**src/rtl/ps2_key_tracker.sv**
```systemverilog
// ps2_key_tracker
//   Pulls scan bytes from a PS/2 receiver FIFO, decodes make/break codes
//   (including E0-extended keys and the E1 Pause sequence), tracks which
//   keys are currently held, and queues press/release events for a consumer.
//
// Ports
//   clk            clock, all state changes on the rising edge
//   clrn           asynchronous active-low reset
//   kb_data[7:0]   scan byte at the head of the receiver FIFO
//   kb_ready       receiver FIFO non-empty
//   kb_nextdata_n  active-low one-cycle pop strobe back to the receiver
//   ev_valid       event queue non-empty
//   ev_ready       consumer accepts the head event
//   ev_code[7:0]   head event scan code
//   ev_ext         head event carried the E0 prefix
//   ev_make        head event is a press (1) or release (0)
//   held_cnt[3:0]  number of occupied key slots
//   press_cnt      count of accepted new presses (wraps)
//   err            one-cycle pulse on protocol, rollover or unknown-break error
//   ev_drop        sticky: an event was lost because the queue was full
module ps2_key_tracker #(
    parameter int MAX_KEYS  = 4,
    parameter int CNT_W     = 8,
    parameter int EVQ_DEPTH = 4
) (
    input  logic             clk,
    input  logic             clrn,
    input  logic [7:0]       kb_data,
    input  logic             kb_ready,
    output logic             kb_nextdata_n,
    output logic             ev_valid,
    input  logic             ev_ready,
    output logic [7:0]       ev_code,
    output logic             ev_ext,
    output logic             ev_make,
    output logic [3:0]       held_cnt,
    output logic [CNT_W-1:0] press_cnt,
    output logic             err,
    output logic             ev_drop
);

    localparam int AW = $clog2(EVQ_DEPTH);

    typedef enum logic [2:0] {
        S_IDLE,
        S_EXT,
        S_BRK,
        S_EXTBRK,
        S_SKIP
    } state_t;

    // ------------------------------------------------------------------
    // Stage 0: byte intake. The receiver needs a couple of cycles to
    // advance its head after a pop, so a new capture waits until neither
    // of the two previous edges popped.
    // ------------------------------------------------------------------
    logic       pop_q1;
    logic       pop_q2;
    logic       take;
    logic [7:0] byte_q;
    logic       byte_vld;

    assign take          = kb_ready && !pop_q1 && !pop_q2;
    assign kb_nextdata_n = ~pop_q1;

    always_ff @(posedge clk or negedge clrn) begin
        if (!clrn) begin
            pop_q1   <= 1'b0;
            pop_q2   <= 1'b0;
            byte_vld <= 1'b0;
            byte_q   <= 8'h00;
        end else begin
            pop_q1   <= take;
            pop_q2   <= pop_q1;
            byte_vld <= take;
            if (take) begin
                byte_q <= kb_data;
            end
        end
    end

    // ------------------------------------------------------------------
    // Stage 1: parser, key table and counters act on the captured byte.
    // ------------------------------------------------------------------
    state_t     state;
    state_t     state_nx;
    logic [2:0] skip_cnt;
    logic [2:0] skip_nx;
    logic       code_done;
    logic       code_ext;
    logic       code_make;
    logic       proto_err;

    always_ff @(posedge clk or negedge clrn) begin
        if (!clrn) begin
            state    <= S_IDLE;
            skip_cnt <= 3'd0;
        end else begin
            state    <= state_nx;
            skip_cnt <= skip_nx;
        end
    end

    always_comb begin
        state_nx  = state;
        skip_nx   = skip_cnt;
        code_done = 1'b0;
        code_ext  = 1'b0;
        code_make = 1'b0;
        proto_err = 1'b0;
        if (byte_vld) begin
            if (state == S_SKIP) begin
                // Pause sends E1 + 7 bytes; everything inside is swallowed,
                // including its second E1.
                skip_nx = skip_cnt - 3'd1;
                if (skip_cnt == 3'd1) begin
                    state_nx = S_IDLE;
                end
            end else if (byte_q == 8'hE1) begin
                state_nx = S_SKIP;
                skip_nx  = 3'd7;
            end else begin
                case (state)
                    S_IDLE: begin
                        if (byte_q == 8'hE0) begin
                            state_nx = S_EXT;
                        end else if (byte_q == 8'hF0) begin
                            state_nx = S_BRK;
                        end else if (byte_q == 8'hAA || byte_q == 8'hFA ||
                                     byte_q == 8'hEE || byte_q == 8'hFE) begin
                            // keyboard status/ack bytes, not key codes
                            state_nx = S_IDLE;
                        end else begin
                            code_done = 1'b1;
                            code_make = 1'b1;
                        end
                    end
                    S_EXT: begin
                        if (byte_q == 8'hF0) begin
                            state_nx = S_EXTBRK;
                        end else begin
                            code_done = 1'b1;
                            code_make = 1'b1;
                            code_ext  = 1'b1;
                            state_nx  = S_IDLE;
                        end
                    end
                    S_BRK, S_EXTBRK: begin
                        state_nx = S_IDLE;
                        if (byte_q == 8'hE0 || byte_q == 8'hF0) begin
                            proto_err = 1'b1;
                        end else begin
                            code_done = 1'b1;
                            code_ext  = (state == S_EXTBRK);
                        end
                    end
                    default: begin
                        state_nx = S_IDLE;
                    end
                endcase
            end
        end
    end

    // Key table lookup: exact {ext, code} hit, and lowest free slot.
    logic [MAX_KEYS-1:0] slot_vld;
    logic [MAX_KEYS-1:0] slot_ext;
    logic [7:0]          slot_code [MAX_KEYS];
    logic                hit;
    logic [2:0]          hit_idx;
    logic                free;
    logic [2:0]          free_idx;

    always_comb begin
        hit      = 1'b0;
        hit_idx  = 3'd0;
        free     = 1'b0;
        free_idx = 3'd0;
        for (int i = 0; i < MAX_KEYS; i++) begin
            if (slot_vld[i] && slot_ext[i] == code_ext && slot_code[i] == byte_q) begin
                hit     = 1'b1;
                hit_idx = 3'(i);
            end
        end
        for (int i = MAX_KEYS - 1; i >= 0; i--) begin
            if (!slot_vld[i]) begin
                free     = 1'b1;
                free_idx = 3'(i);
            end
        end
    end

    logic push;
    logic tbl_set;
    logic tbl_clr;
    logic cnt_inc;
    logic tbl_err;

    always_comb begin
        push    = 1'b0;
        tbl_set = 1'b0;
        tbl_clr = 1'b0;
        cnt_inc = 1'b0;
        tbl_err = 1'b0;
        if (code_done) begin
            if (code_make) begin
                // a make for a key already held is typematic repeat: ignored
                if (!hit) begin
                    push    = 1'b1;
                    cnt_inc = 1'b1;
                    if (free) begin
                        tbl_set = 1'b1;
                    end else begin
                        tbl_err = 1'b1;
                    end
                end
            end else if (hit) begin
                push    = 1'b1;
                tbl_clr = 1'b1;
            end else begin
                tbl_err = 1'b1;
            end
        end
    end

    always_ff @(posedge clk or negedge clrn) begin
        if (!clrn) begin
            slot_vld  <= '0;
            slot_ext  <= '0;
            for (int i = 0; i < MAX_KEYS; i++) begin
                slot_code[i] <= 8'h00;
            end
            press_cnt <= '0;
            err       <= 1'b0;
        end else begin
            for (int i = 0; i < MAX_KEYS; i++) begin
                if (tbl_set && free_idx == 3'(i)) begin
                    slot_vld[i]  <= 1'b1;
                    slot_ext[i]  <= code_ext;
                    slot_code[i] <= byte_q;
                end else if (tbl_clr && hit_idx == 3'(i)) begin
                    slot_vld[i] <= 1'b0;
                end
            end
            if (cnt_inc) begin
                press_cnt <= press_cnt + CNT_W'(1);
            end
            err <= proto_err | tbl_err;
        end
    end

    always_comb begin
        held_cnt = 4'd0;
        for (int i = 0; i < MAX_KEYS; i++) begin
            held_cnt = held_cnt + 4'(slot_vld[i]);
        end
    end

    // ------------------------------------------------------------------
    // Stage 2: event queue toward the consumer.
    // ------------------------------------------------------------------
    logic [9:0]  fifo_mem [EVQ_DEPTH];
    logic [AW-1:0] wr_ptr;
    logic [AW-1:0] rd_ptr;
    logic [AW:0]   count;
    logic          full;
    logic          fifo_pop;
    logic          push_ok;
    logic [9:0]    head;

    assign ev_valid = (count != '0);
    assign full     = (count == (AW+1)'(EVQ_DEPTH));
    assign fifo_pop = ev_valid && ev_ready;
    // a full queue still takes a push when the head leaves on the same edge
    assign push_ok  = push && (!full || fifo_pop);

    always_ff @(posedge clk or negedge clrn) begin
        if (!clrn) begin
            wr_ptr  <= '0;
            rd_ptr  <= '0;
            count   <= '0;
            ev_drop <= 1'b0;
        end else begin
            if (push_ok) begin
                wr_ptr <= wr_ptr + AW'(1);
            end
            if (fifo_pop) begin
                rd_ptr <= rd_ptr + AW'(1);
            end
            if (push_ok && !fifo_pop) begin
                count <= count + (AW+1)'(1);
            end else if (!push_ok && fifo_pop) begin
                count <= count - (AW+1)'(1);
            end
            if (push && !push_ok) begin
                ev_drop <= 1'b1;
            end
        end
    end

    always_ff @(posedge clk) begin
        if (push_ok) begin
            fifo_mem[wr_ptr] <= {byte_q, code_ext, code_make};
        end
    end

    // Storage is not reset, so the head is masked while the queue is empty.
    assign head    = ev_valid ? fifo_mem[rd_ptr] : 10'd0;
    assign ev_code = head[9:2];
    assign ev_ext  = head[1];
    assign ev_make = head[0];

endmodule

```
**config.mk**
```make
export PLATFORM = sky130hd
export DESIGN_NAME = ps2_key_tracker
export DESIGN_NICKNAME = d
export VERILOG_FILES = /design/src/rtl/ps2_key_tracker.sv
export SDC_FILE = /design/constraint.sdc
export NUM_CORES = 1
export LEC_CHECK = 0
export BUFFER_PORTS_ARGS = -buffer_cell sky130_fd_sc_hd__buf_2
export CAP_MARGIN = 20
export CORE_AREA = 2 2 185 132
export DETAILED_ROUTE_END_ITERATION = 12
export DIE_AREA = 0 0 187 134
export SLEW_MARGIN = 10
export SYNTH_ARGS = -nofsm -noshare
export SYNTH_HDL_FRONTEND = slang
export SYNTH_SLANG_ARGS = --single-unit
```
**constraint.sdc**
```tcl
create_clock -name clk -period 4.05 [get_ports clk]
set_input_delay 0.6075 -clock clk [delete_from_list [all_inputs] [get_ports clk]]
set_output_delay 0.6075 -clock clk [all_outputs]
set_load 0.01 [all_outputs]
```
==> flow_summary.ini <==
[synth]
netlist_area_mm2 = 0.00575
yosys_most_used_dff = dfrtp_1
synthTopCellsByArea = dfrtp_1 32%, edfxtp_1 21%, mux2_4 8.4%
ys_ff_latch = 113
synth_top_cell_by_area = dfrtp_1
syn-num-nets = 449
synth_edf_count = 40
ys_async_sr_fraction_pct = 64.6
syn_inst = 422
synth_area_per_cell_um2 = 13.6
ys_seq_area_share_pct = 52.6
synth.distinct_cells = 64
synth_warnings = 0
synth.top_cell.area_share_pct = 31.8

[critical_path]
worstPathArrival_ps = 4050
ff2ff_path_depth = 16
worstReg2RegEnd = count[2]
worstPathRequired_ps = 4380
path_class = flip-flop to flip-flop
cp-end-kind = flip-flop
worstPathMaxFanout = 18
cp-start-kind = flip-flop
rrSetupSlack_ps = 330
regToRegStartpoint = byte_q[4]

[final_layout]
num-fill-cells = 2379
drive_gt1_share_pct = 31.3
final_cell_mix = 72 x dfrtp_1, 40 x xnor2_1, 40 x edfxtp_1
n_antenna_cell = 0
final_common_cell = dfrtp_1
area_growth_pct = 20.4
fin_cells = 804
nNetsFinal = 500

[sta]
fmax_mhz = 269
fin_crit_sh_pct = 91.9
rsz0062_at_grt = false
fin_crit_ps = 3720
whs_ps = 356
final-hold-violation-count = 0
finalMaxSlewViolations = 0
slew_headroom_pct = 34.8
finalSetupTns_ps = 0
setup_viol = 0
fin_skew_ps = 8.46
worstMarginPinSlew_ps = 977

[pwr]
power-per-cell-area_mw_per_mm2 = 696
leakage_nw = 2.69
ir_worst_vdd_uv = 324
power.total_mw = 4.83

[cts]
clk_pin_slew_ps = 50
cts_tree = yes
root_buffer = clkbuf_16
post_cts_buffers = 0
clk_latency_ps = 410
post_cts_resized = 0
htreeDepth = 4
clk_path_buf_depth = 2
cts.sinks = 113
numCtsBuffers = 17
hold_buffers = 0

[place]
post-dp-hpwl_um = 8310
place_inst = 772
gp_congestion = 0.794
portBuffers = 36

[floorplan]
rows = 47
core-area_mm2 = 0.0233
die_x_um = 187
die-area_mm2 = 0.0251
die_h_um = 134
ios = 38
start_util_pct = 24.6

[hold_path]
min_path_type = input pin to async pin

[routing]
drtIter0Drc = 236
vias = 3413
dr.pass1.iters = 4
drc = 0
ant_nets = 0
routed_wl_um = 12000
detail_route.wl_per_cell_um = 14.9
avgViaCountPerCell = 4.25

[global_routing]
grt_max_degree = 74
antenna_found_initial = 0
grt_pass1_vias = 3428
grt_pass1_wl_um = 19600
gr-total-overflow = 0
gr-usage-all-layers_pct = 10.2

[flow_run]
max_cap_viol_count = 0

[run_status]
status = completed
kinds of logic (layout without fill, tap and decap cells):
kind of cell	Yosys count	count (layout)	share of synthesized area, %
other	1	1	0.0652
AND/OR/NAND/NOR	111	111	12.0
multiplexers	52	52	14.2
buffers and inverters	33	97	3.13
AO/OA/AOI/OAI	49	49	7.09
adder cells (fa/ha/maj)	15	15	3.52
XOR/XNOR	48	48	7.31
flip-flops	113	113	52.6
worst max-delay path, stage by stage (launching register included):
cell and delay (ps):
dfrtp_1 480, buf_4 320, nor3_4 70, and4bb_4 410, nor2_8 70, a41oi_4 260, nand3_1 130, o21a_1 240
inv_1 70, ha_1 260, nor3b_4 230, ha_1 220, inv_1 60, fa_1 380, xor2_1 180, nor2_1 110
xor2_1 140
cell type report:
cell class	count	area (µm²)	share of cell area, %
sequential	113	3030	43.7
multi-input combinational	276	2570	37.1
clock buffer	19	433	6.25
tap	318	398	5.74
timing repair buffer	49	280	4.04
clock inverter	13	161	2.33
inverter	16	60.1	0.867
state kept, by name, indices dropped and copies added (netlist names):
name	flops
fifo_mem	40
slot_code	32
byte_q	8
press_cnt	8
slot_ext	4
slot_vld	4
count	3
skip_cnt	3
state	3
rd_ptr	2
wr_ptr	2
byte_vld	1
err	1
ev_drop	1
pop_q2	1
report_power, final:
part	internal [mW]	switching (mW)
Clock	0.967	0.540
Combinational	0.816	0.684
Sequential	1.49	0.328
Yosys cell counts (all sizes together), types with 2 or more instances:
library cell,n
and4bb,2
nor4,3
nand3,14
nor2,15
and4,2
o31ai,2
mux2,41
nor3b,6
nand2,22
ha,13
nand3b,4
xnor2,40
dfrtp,73
nand2b,2
o21ai,17
o211ai,2
inv,16
xor2,8
clkbuf,2
a31oi,2
a221oi,2
mux4,10
a21oi,10
nor4b,2
buf,15
nor3,9
edfxtp,40
fa,2
or3,2
o22ai,3
and2,16
nand4,7
through the flow:
stage / utilization (%) / cell area, µm² / worst slack (ps)
3_5_place_dp: 27.1 / 6320 / 348
6_report: 29.7 / 6930 / 328
4_1_cts: 29.6 / 6910 / 306
2_1_floorplan: - / 5750 / 595
5_1_grt: 29.7 / 6930 / 39.7
3_3_place_gp: 27.1 / 6320 / 402
per-layer routing:
layer  wire length [µm]  global-route usage (%)  share of wire [%]  vias up
met4                137                    3.44                1.1        0
met1               6470                    15.1                 54     1706
met2               4980                    14.5                 41       59
met3                425                    2.30                3.5       11
li1                   -                       -                  -     1637
met5                  0                       0                  0        -
worst max path at each step:
stage | slack [ps] | cells after the start | to | from
6_report | 330 | 16 | count[2] | byte_q[4]
5_1_grt | 40 | 16 | count[2] | byte_q[4]
4_1_cts | 310 | 16 | count[2] | byte_q[4]
3_5_place_dp | 350 | 16 | count[2] | byte_q[4]
3_3_place_gp | 400 | 14 | count[2] | byte_q[5]
2_1_floorplan | 590 | 16 | count[2] | byte_q[2]
(Power assumes the default switching activity.)
